### src/rtl/data_memory_arbiter.sv
// data_memory_arbiter
//   Two-port arbiter/sequencer in front of a single-port data_memory. Requester 0 is the core
//   load/store path and requester 1 is the debug/loader path. One request is latched per
//   transaction, driven onto the memory port, and the result is returned with a done pulse.
//
// Parameters
//   W  data word width (matches data_memory)
//   N  address width (matches data_memory); all 2**N words are addressable, no wrap logic
//
// Ports
//   clk                 single clock, all state updates on posedge
//   rst                 synchronous active-low reset
//   req0/req1           request valid per requester (sampled only while idle)
//   we0/we1             1 = write, 0 = read
//   addr0/addr1         word address
//   wdata0/wdata1       write data
//   gnt0/gnt1           one-cycle pulse: request latched, requester may drop/change inputs
//   done0/done1         one-cycle pulse: transaction complete
//   rdata0/rdata1       read result, updated in the done cycle of a read and then held
//   address, write_data, MemWrite, MemRead   memory-side command
//   read_data           memory read data, valid one cycle after the MemRead cycle
//   busy                high whenever the sequencer is not idle
//
// Configuration
//   ARB_ROUND_ROBIN_EN  defined: on simultaneous requests the requester that did not win last
//                       time is granted. Undefined: fixed priority, requester 0 always wins.

module data_memory_arbiter #(
  parameter int unsigned W = 32,
  parameter int unsigned N = 5
) (
  input  logic         clk,
  input  logic         rst,
  input  logic         req0,
  input  logic         req1,
  input  logic         we0,
  input  logic         we1,
  input  logic [N-1:0] addr0,
  input  logic [N-1:0] addr1,
  input  logic [W-1:0] wdata0,
  input  logic [W-1:0] wdata1,
  output logic         gnt0,
  output logic         gnt1,
  output logic         done0,
  output logic         done1,
  output logic [W-1:0] rdata0,
  output logic [W-1:0] rdata1,
  output logic [N-1:0] address,
  output logic [W-1:0] write_data,
  output logic         MemWrite,
  output logic         MemRead,
  input  logic [W-1:0] read_data,
  output logic         busy
);

  // StAccess : command is being registered onto the memory port
  // StRead   : MemRead is visible to the memory this cycle
  // StResp   : read_data is valid, captured at the end of this cycle
  typedef enum logic [1:0] {StIdle, StAccess, StRead, StResp} state_e;

  state_e       state;
  logic         op_id;     // 0 = requester 0 owns the transaction, 1 = requester 1
  logic         op_we;
  logic [N-1:0] op_addr;
  logic [W-1:0] op_wdata;
  logic         winner;
  logic         any_req;

`ifdef ARB_ROUND_ROBIN_EN
  logic         last_grant;
`endif

  assign any_req = req0 | req1;
  assign busy    = (state != StIdle);

  always_comb begin
`ifdef ARB_ROUND_ROBIN_EN
    if (req0 && req1) begin
      winner = ~last_grant;
    end else begin
      winner = ~req0;
    end
`else
    winner = ~req0;
`endif
  end

  always_ff @(posedge clk) begin
    if (!rst) begin
      state      <= StIdle;
      op_id      <= 1'b0;
      op_we      <= 1'b0;
      op_addr    <= '0;
      op_wdata   <= '0;
      gnt0       <= 1'b0;
      gnt1       <= 1'b0;
      done0      <= 1'b0;
      done1      <= 1'b0;
      MemWrite   <= 1'b0;
      MemRead    <= 1'b0;
      address    <= '0;
      write_data <= '0;
      rdata0     <= '0;
      rdata1     <= '0;
`ifdef ARB_ROUND_ROBIN_EN
      last_grant <= 1'b1;
`endif
    end else begin
      // Pulse outputs default low; only the states below raise them for one cycle.
      gnt0     <= 1'b0;
      gnt1     <= 1'b0;
      done0    <= 1'b0;
      done1    <= 1'b0;
      MemWrite <= 1'b0;
      MemRead  <= 1'b0;

      unique case (state)
        StIdle: begin
          if (any_req) begin
            op_id    <= winner;
            op_we    <= winner ? we1 : we0;
            op_addr  <= winner ? addr1 : addr0;
            op_wdata <= winner ? wdata1 : wdata0;
            gnt0     <= ~winner;
            gnt1     <= winner;
`ifdef ARB_ROUND_ROBIN_EN
            last_grant <= winner;
`endif
            state    <= StAccess;
          end
        end

        StAccess: begin
          address <= op_addr;
          if (op_we) begin
            // Write completes in the same cycle the memory sees MemWrite.
            MemWrite   <= 1'b1;
            write_data <= op_wdata;
            done0      <= ~op_id;
            done1      <= op_id;
            state      <= StIdle;
          end else begin
            MemRead <= 1'b1;
            state   <= StRead;
          end
        end

        StRead: begin
          state <= StResp;
        end

        StResp: begin
          if (op_id) begin
            rdata1 <= read_data;
          end else begin
            rdata0 <= read_data;
          end
          done0 <= ~op_id;
          done1 <= op_id;
          state <= StIdle;
        end

        default: state <= StIdle;
      endcase
    end
  end

  // Structural invariants of the memory command and handshake pulses.
  a_mem_excl: assert property (@(posedge clk) !(MemWrite && MemRead));
  a_gnt_excl: assert property (@(posedge clk) !(gnt0 && gnt1));
  a_done_excl: assert property (@(posedge clk) !(done0 && done1));

endmodule

### config.mk
export PLATFORM = sky130hd
export DESIGN_NAME = data_memory_arbiter
export DESIGN_NICKNAME = d
export VERILOG_FILES = /design/src/rtl/data_memory_arbiter.sv
export SDC_FILE = /design/constraint.sdc
export NUM_CORES = 1
export LEC_CHECK = 0
export ABC_AREA = 0
export BUFFER_PORTS_ARGS = -buffer_cell sky130_fd_sc_hd__buf_2
export CORE_MARGIN = 5
export CORE_UTILIZATION = 35
export DETAILED_ROUTE_END_ITERATION = 16
export GPL_ROUTABILITY_DRIVEN = 0
export GPL_TIMING_DRIVEN = 1
export PLACE_DENSITY_LB_ADDON = 0.15
export SLEW_MARGIN = 20
export SYNTH_ARGS = -nofsm -noshare
export SYNTH_HDL_FRONTEND = slang
export SYNTH_SLANG_ARGS = --single-unit
### constraint.sdc
create_clock -name clk -period 2.47 [get_ports clk]
set_clock_uncertainty 0.05 [all_clocks]
set_input_delay 0.6175 -clock clk [delete_from_list [all_inputs] [get_ports clk]]
set_output_delay 0.6175 -clock clk [all_outputs]
set_load 0.01 [all_outputs]
==> results.yml, run 1 <==
timing:
  rsz0062_at_grt: "no"
  hold_slack_ns: 0.397
  maximum_frequency_from_static_timing_analysis_ghz: 0.438
  finalMaxSlewViolations: 0
  max-slew-margin-rel: 0.522
  finalHoldViolCount: 0
  post-route-period-util: 0.924
  max_slew.worst_pin.slew_ns: 0.717
  final-setup-viol-count: 0
  totalNegativeSetupSlack_ns: 0
  timing.final.crit_period_ns: 2.28
global_route:
  globalRouteTotalUtil: 0.168
  gr-total-overflow: 0
  number_of_antenna_violations_at_the_first_check_in_global_routing: 1
  grt_start_max_net_pins: 52
  first_pass_grt_wire_length_um: 25000
  grt_pass1_vias: 4984
power_and_ir_drop:
  peak_vdd_ir_mv: 0.468
  cellInternalPower_mw: 4.23
  p_sw_frac: 0.252
  power.combinational.fraction: 0.112
  leak_pwr_nw: 3.26
  ratio_of_total_power_to_cell_area_mw_per_mm2: 754
  power.share.clock: 0.432
  seq_power_share: 0.456
  net-switching-power_mw: 1.42
route:
  routed-via-count: 5149
  routed_wl_um: 16300
  dr.first_iter.drc_count: 258
  route.detailed.drc: 0
  routed_wire_length_per_instance_um: 15.2
  drt_pre_antenna_iters: 6
  drt-vias-per-instance: 4.82
  ant_nets: 0
logic_synthesis:
  syn-instance-count: 646
  synthesis.area_sq_mm: 0.00571
  synthesis.yosys.warnings: 0
  synthDistinctLibCells: 25
  yosys_register_bits: 148
  synth.yosys.seq_area_share: 0.519
  syn-num-nets: 758
  syn-mean-instance-area_sq_um: 8.83
die:
  dieArea_sq_mm: 0.0190
  die-width_um: 138
  num_io_pins: 220
  rows: 46
  start_util: 0.358
  dieHeight_um: 138
  core-area_sq_mm: 0.0159
placement:
  place_hpwl_um: 11000
  post-place-cells: 1035
  port_buffers: 219
final_layout:
  synthToLayoutAreaGrowth_pct: 31.4
  postLayoutCoreUtil: 0.470
  post_route_cells_drive_above_1_share: 0.355
  layoutNonFillerInstCount: 1068
  num-nets-final: 950
  n_fill_cell: 1637
worst_setup_path:
  critical_path.endpoint_type: "output port"
  slowest_delay_ns: 0.43
  worstSetupPathType: "reg -> out"
  worstPathRequired_ns: 1.80
  startpoint_type: "flop"
  worst_ep_arrival_time_ns: 1.61
  worstPathBufferInverterCount: 3
  timing.critical_path.slowest_stage_cell: "sky130_fd_sc_hd__buf_4"
  worst_path_dominant_cell_family: "buffers and inverters"
  timing.reg2reg.setup_slack_ns: 0.92
  crit_path_cell_trace: "nor2_4 -> buf_4 -> inv_2 -> buf_2"
  cp_max_fo: 41
outcome:
  run_status: "complete, no violations"
clock_network:
  clk_pin_slew_worst_paths_ns: 0.06
  ctsResizeCount: 0
  clock_sinks: 148
  cts-root-to-sink-buffers: 2
  cts-root-buf: "sky130_fd_sc_hd__clkbuf_16"
  clk-insertion-delay-late_ns: 0.41
  cts_hold_buffers: 0
  tritoncts: "done"
  post_cts_buffers: 0
  ctsHtreeMaxLevel: 4
  cts_buffers: 17
flow_run:
  cap_violations: 0
worst_hold_path:
  min_delay_worst_type: "in -> reg"
-- cells by family after synthesis --
kind of cell | synth area share
buffers and inverters | 0.0482
AO/OA/AOI/OAI | 0.207
multiplexers | 0.0754
flip-flops | 0.519
AND/OR/NAND/NOR | 0.150
-- final cells by class --
class	instances	area, sq um	area share
Antenna cell	2	5.00	0.000668
Timing Repair Buffer	231	1210	0.162
Clock inverter	8	77.6	0.0103
Tap cell	216	270	0.0361
Sequential cell	148	2960	0.395
Clock buffer	23	478	0.0638
Multi-Input combinational cell	437	2480	0.330
Inverter	3	13.8	0.00184
-- power groups by stage --
stage                     logic (mW)  clock network (mW)  registers (mW)
after CTS                      0.641                2.49            2.57
after global placement         0.625                   0            2.62
after floorplan                0.416                   0            2.62
after detailed placement       0.640                   0            2.62
final                          0.633                2.44            2.57
after global routing           0.696                2.61            2.59
-- worst register-to-register path: stages, from the launching register on --
cell and delay, ns:
sky130_fd_sc_hd__dfxtp_1 0.41, sky130_fd_sc_hd__nor2_4 0.17, sky130_fd_sc_hd__and2_4 0.59, sky130_fd_sc_hd__a211oi_2 0.20
-- registers in the layout, indices dropped and copies added (netlist names), 5 cells and up, named ones only --
| register | cells |
|---|---|
| rdata1 | 32 |
| address | 5 |
| write_data | 32 |
| rdata0 | 32 |
| op_addr | 5 |
| op_wdata | 32 |
-- cells in the final DEF (no fill, tap or decap) --
cell type	instances
sky130_fd_sc_hd__buf_2	219
sky130_fd_sc_hd__nand2_1	193
sky130_fd_sc_hd__dfxtp_1	148
sky130_fd_sc_hd__a21oi_1	135
sky130_fd_sc_hd__mux2i_1	43
sky130_fd_sc_hd__a211oi_2	39
sky130_fd_sc_hd__clkbuf_16	17
sky130_fd_sc_hd__nor2_1	10
sky130_fd_sc_hd__buf_4	10
sky130_fd_sc_hd__clkbuf_8	3
sky130_fd_sc_hd__clkinv_2	3
sky130_fd_sc_hd__clkbuf_1	3
sky130_fd_sc_hd__diode_2	2
sky130_fd_sc_hd__and3b_1	2
sky130_fd_sc_hd__nand3b_1	2
sky130_fd_sc_hd__and3_1	2
sky130_fd_sc_hd__nand2b_1	2
sky130_fd_sc_hd__nor3_1	2
sky130_fd_sc_hd__clkinvlp_4	2
sky130_fd_sc_hd__clkinv_4	2
sky130_fd_sc_hd__buf_12	2
sky130_fd_sc_hd__nor2_4	1
sky130_fd_sc_hd__inv_2	1
sky130_fd_sc_hd__inv_4	1
sky130_fd_sc_hd__nand3_1	1
sky130_fd_sc_hd__or2_1	1
sky130_fd_sc_hd__and2_4	1
sky130_fd_sc_hd__nor3b_1	1
sky130_fd_sc_hd__o211ai_1	1
sky130_fd_sc_hd__inv_1	1
sky130_fd_sc_hd__o21a_1	1
sky130_fd_sc_hd__bufinv_16	1
-- routing by layer --
layer | wire (um) | global-route usage | share of wire
met5 | 0 | 0 | 0
met4 | 367 | 0.0737 | 0.023
met3 | 1000 | 0.0369 | 0.062
met2 | 7870 | 0.273 | 0.48
met1 | 7020 | 0.213 | 0.43
-- Yosys cell counts (all sizes together) --
cell type,n,share of area
buf,19,0.020
nand3b,2,0.0026
or2,1,0.0011
mux2i,43,0.075
a21oi,135,0.12
inv,3,0.0020
nor3,2,0.0018
o211ai,1,0.0013
dfxtp,148,0.52
a211oi,39,0.086
o21a,1,0.0013
and3b,2,0.0031
and3,2,0.0022
and2,1,0.0011
clkbuf,39,0.026
nand2b,2,0.0022
nor2,11,0.0072
nand3,1,0.00088
nand2,193,0.13
nor3b,1,0.0013
-- stage by stage --
stage / setup slack, ns / power (mW) / cell area, sq um
3_3_place_gp: 0.311 / 3.25 / 6930
6_report: 0.188 / 5.65 / 7500
5_1_grt: 0.0787 / 5.89 / 7490
3_5_place_dp: 0.500 / 3.26 / 6940
4_1_cts: 0.166 / 5.71 / 7490
2_1_floorplan: 0.676 / 3.04 / 5710
-- final timing paths --
kind | startpoint | endpoint | depth (start not counted)
hold reg to reg | rdata1[27] | rdata1[27] | 2
setup reg to reg | flop | op_wdata[23] | 3
hold / removal | read_data[9] | rdata1[9] | 3
setup / recovery | flop | busy | 4
Power figures use the tool's default switching activity.
==> run 2: changes to the inputs <==
--- a/config.mk
+++ b/config.mk
@@ -9,10 +9,12 @@
 export BUFFER_PORTS_ARGS = -buffer_cell sky130_fd_sc_hd__buf_2
 export CORE_MARGIN = 5
 export CORE_UTILIZATION = 35
+export CTS_CLUSTER_SIZE = 12
 export DETAILED_ROUTE_END_ITERATION = 16
 export GPL_ROUTABILITY_DRIVEN = 0
 export GPL_TIMING_DRIVEN = 1
 export PLACE_DENSITY_LB_ADDON = 0.15
+export SETUP_SLACK_MARGIN = 0.3
 export SLEW_MARGIN = 20
 export SYNTH_ARGS = -nofsm -noshare
 export SYNTH_HDL_FRONTEND = slang
==> run 2 against run 1 <==
  * Core utilization up 0.28 points
  * Cell count is 0.19% higher
  * Critical path depth unchanged
  * Sequential power about the same
  * Sequential share of layout area decreased by 0.24 points
  * Combinational power is 4.6% higher
  * First-iteration DRC count down 21%
  * Hold slack improved by 0.00059 ns
  * Global-route usage barely moved
  * Clock power about the same
  * Maximum frequency grew 12%
  * Critical path type unchanged
  * Critical endpoint unchanged
==> results.yml, run 2 (synthesis results as in run 1) <==
die:
  core-area_sq_mm: 0.0159
  dieArea_sq_mm: 0.0190
  start_util: 0.358
  num_io_pins: 220
  dieHeight_um: 138
  die-width_um: 138
  rows: 46
route:
  route.detailed.drc: 0
  dr.first_iter.drc_count: 204
  routed-via-count: 5134
  routed_wl_um: 16400
  drt_pre_antenna_iters: 4
  drt-vias-per-instance: 4.80
  routed_wire_length_per_instance_um: 15.4
  ant_nets: 0
worst_setup_path:
  slowest_delay_ns: 0.54
  worst_path_dominant_cell_family: "flip-flops"
  worstPathRequired_ns: 1.80
  critical_path.endpoint_type: "output port"
  worstSetupPathType: "reg -> out"
  timing.critical_path.slowest_stage_cell: "sky130_fd_sc_hd__dfxtp_1"
  crit_path_cell_trace: "nor2_4 -> buf_12 -> inv_2 -> buf_2"
  timing.reg2reg.setup_slack_ns: 0.77
  startpoint_type: "flop"
  worst_ep_arrival_time_ns: 1.37
  worstPathBufferInverterCount: 3
  cp_max_fo: 21
timing:
  max_slew.worst_pin.slew_ns: 0.722
  post-route-period-util: 0.824
  totalNegativeSetupSlack_ns: 0
  setup_ws_ns: 0.434
  finalHoldViolCount: 0
  maximum_frequency_from_static_timing_analysis_ghz: 0.491
  timing.final.crit_period_ns: 2.04
  max-slew-margin-rel: 0.519
  rsz0062_at_grt: "no"
  final-setup-viol-count: 0
  finalMaxSlewViolations: 0
  hold_slack_ns: 0.398
final_layout:
  mostFrequentLayoutCell: "sky130_fd_sc_hd__buf_2"
  n_fill_cell: 1631
  synthToLayoutAreaGrowth_pct: 32.2
  post_route_cells_drive_above_1_share: 0.357
  most-common-layout-cells: "219 x sky130_fd_sc_hd__buf_2, 193 x sky130_fd_sc_hd__nand2_1, 148 x sky130_fd_sc_hd__dfxtp_1"
  num-nets-final: 952
  postLayoutCoreUtil: 0.473
placement:
  place_hpwl_um: 11000
  pre_cts_setup_slack_ns: 0.500
  port_buffers: 219
global_route:
  globalRouteTotalUtil: 0.168
  first_pass_grt_wire_length_um: 25000
  grt_start_max_net_pins: 52
  number_of_antenna_violations_at_the_first_check_in_global_routing: 1
  grt_pass1_vias: 4983
  gr-total-overflow: 0
clock_network:
  tritoncts: "done"
  clock_sinks: 148
  clk-insertion-delay-late_ns: 0.41
  clk_pin_slew_worst_paths_ns: 0.06
  cts-root-to-sink-buffers: 2
  cts_hold_buffers: 0
  ctsHtreeMaxLevel: 4
  cts_buffers: 17
  cts-root-buf: "sky130_fd_sc_hd__clkbuf_16"
power_and_ir_drop:
  peak_vdd_ir_mv: 0.467
  leak_pwr_nw: 3.28
  ratio_of_total_power_to_cell_area_mw_per_mm2: 753
flow_run:
  cap_violations: 0
worst_hold_path:
  min_delay_worst_type: "in -> reg"
outcome:
  run_status: "complete, no violations"
==> run 2: changes by cell type in the layout (fill, tap and decap cells not counted) <==
cell,change
sky130_fd_sc_hd__buf_12,+1
sky130_fd_sc_hd__clkbuf_16,+1
==> run 2: path summary, 6_finish.rpt <==
kind                                    from      endpoint  depth (start not counted)
worst max-delay path                state[0]          busy                          4
worst min-delay path            read_data[9]     rdata1[9]                          3
worst max register to register      state[0]  op_wdata[23]                          4
worst min register to register    rdata1[27]    rdata1[27]                          2
==> run 2: metrics by stage <==
step	total power, mW	std cells	area [sq um]
floorplan	3.04	646	5710
global placement	3.25	1035	6930
detailed placement	3.26	1035	6940
CTS	5.71	1066	7500
global route	5.92	1069	7540
finish	5.68	1070	7540
==> run 2: worst register-to-register path, delay by kind of cell (launching register included) <==
| kind | cells | cell delay, ns |
|---|---|---|
| simple gates | 2 | 0.76 |
| flops | 1 | 0.41 |
| compound gates | 1 | 0.19 |
| buf+inv | 1 | 0.15 |
==> run 2: layout make-up <==
type	instances	area [sq um]	share of cell area
Clock inverter	8	77.6	0.0103
Inverter	3	13.8	0.00183
Timing Repair Buffer	233	1260	0.167
Antenna cell	2	5.00	0.000664
Sequential cell	148	2960	0.393
Clock buffer	23	478	0.0634
Tap cell	216	270	0.0358
Multi-Input combinational cell	437	2480	0.329
==> run 2: what timing repair did <==
action / in CTS / in global routing
gates cloned: 0 / 1
pin swaps: 0 / 1
setup endpoints to repair: 1 / 1
gates resized for setup: 3 / 0
setup buffers: 0 / 1
==> run 2: power by group <==
group          total [mW]  internal (mW)  switching [mW]  leakage (nW)
sequential           2.57           2.51          0.0685          1.20
clock                2.44           1.46           0.981         0.269
combinational       0.662          0.283           0.378          1.81
==> run 2: metal layers <==
metal  track usage  part of all wire  routed length (um)
met4        0.0737             0.021                 342
met5             0                 0                   0
met3        0.0369             0.057                 936
met2         0.273              0.49                8020
met1         0.213              0.43                7150
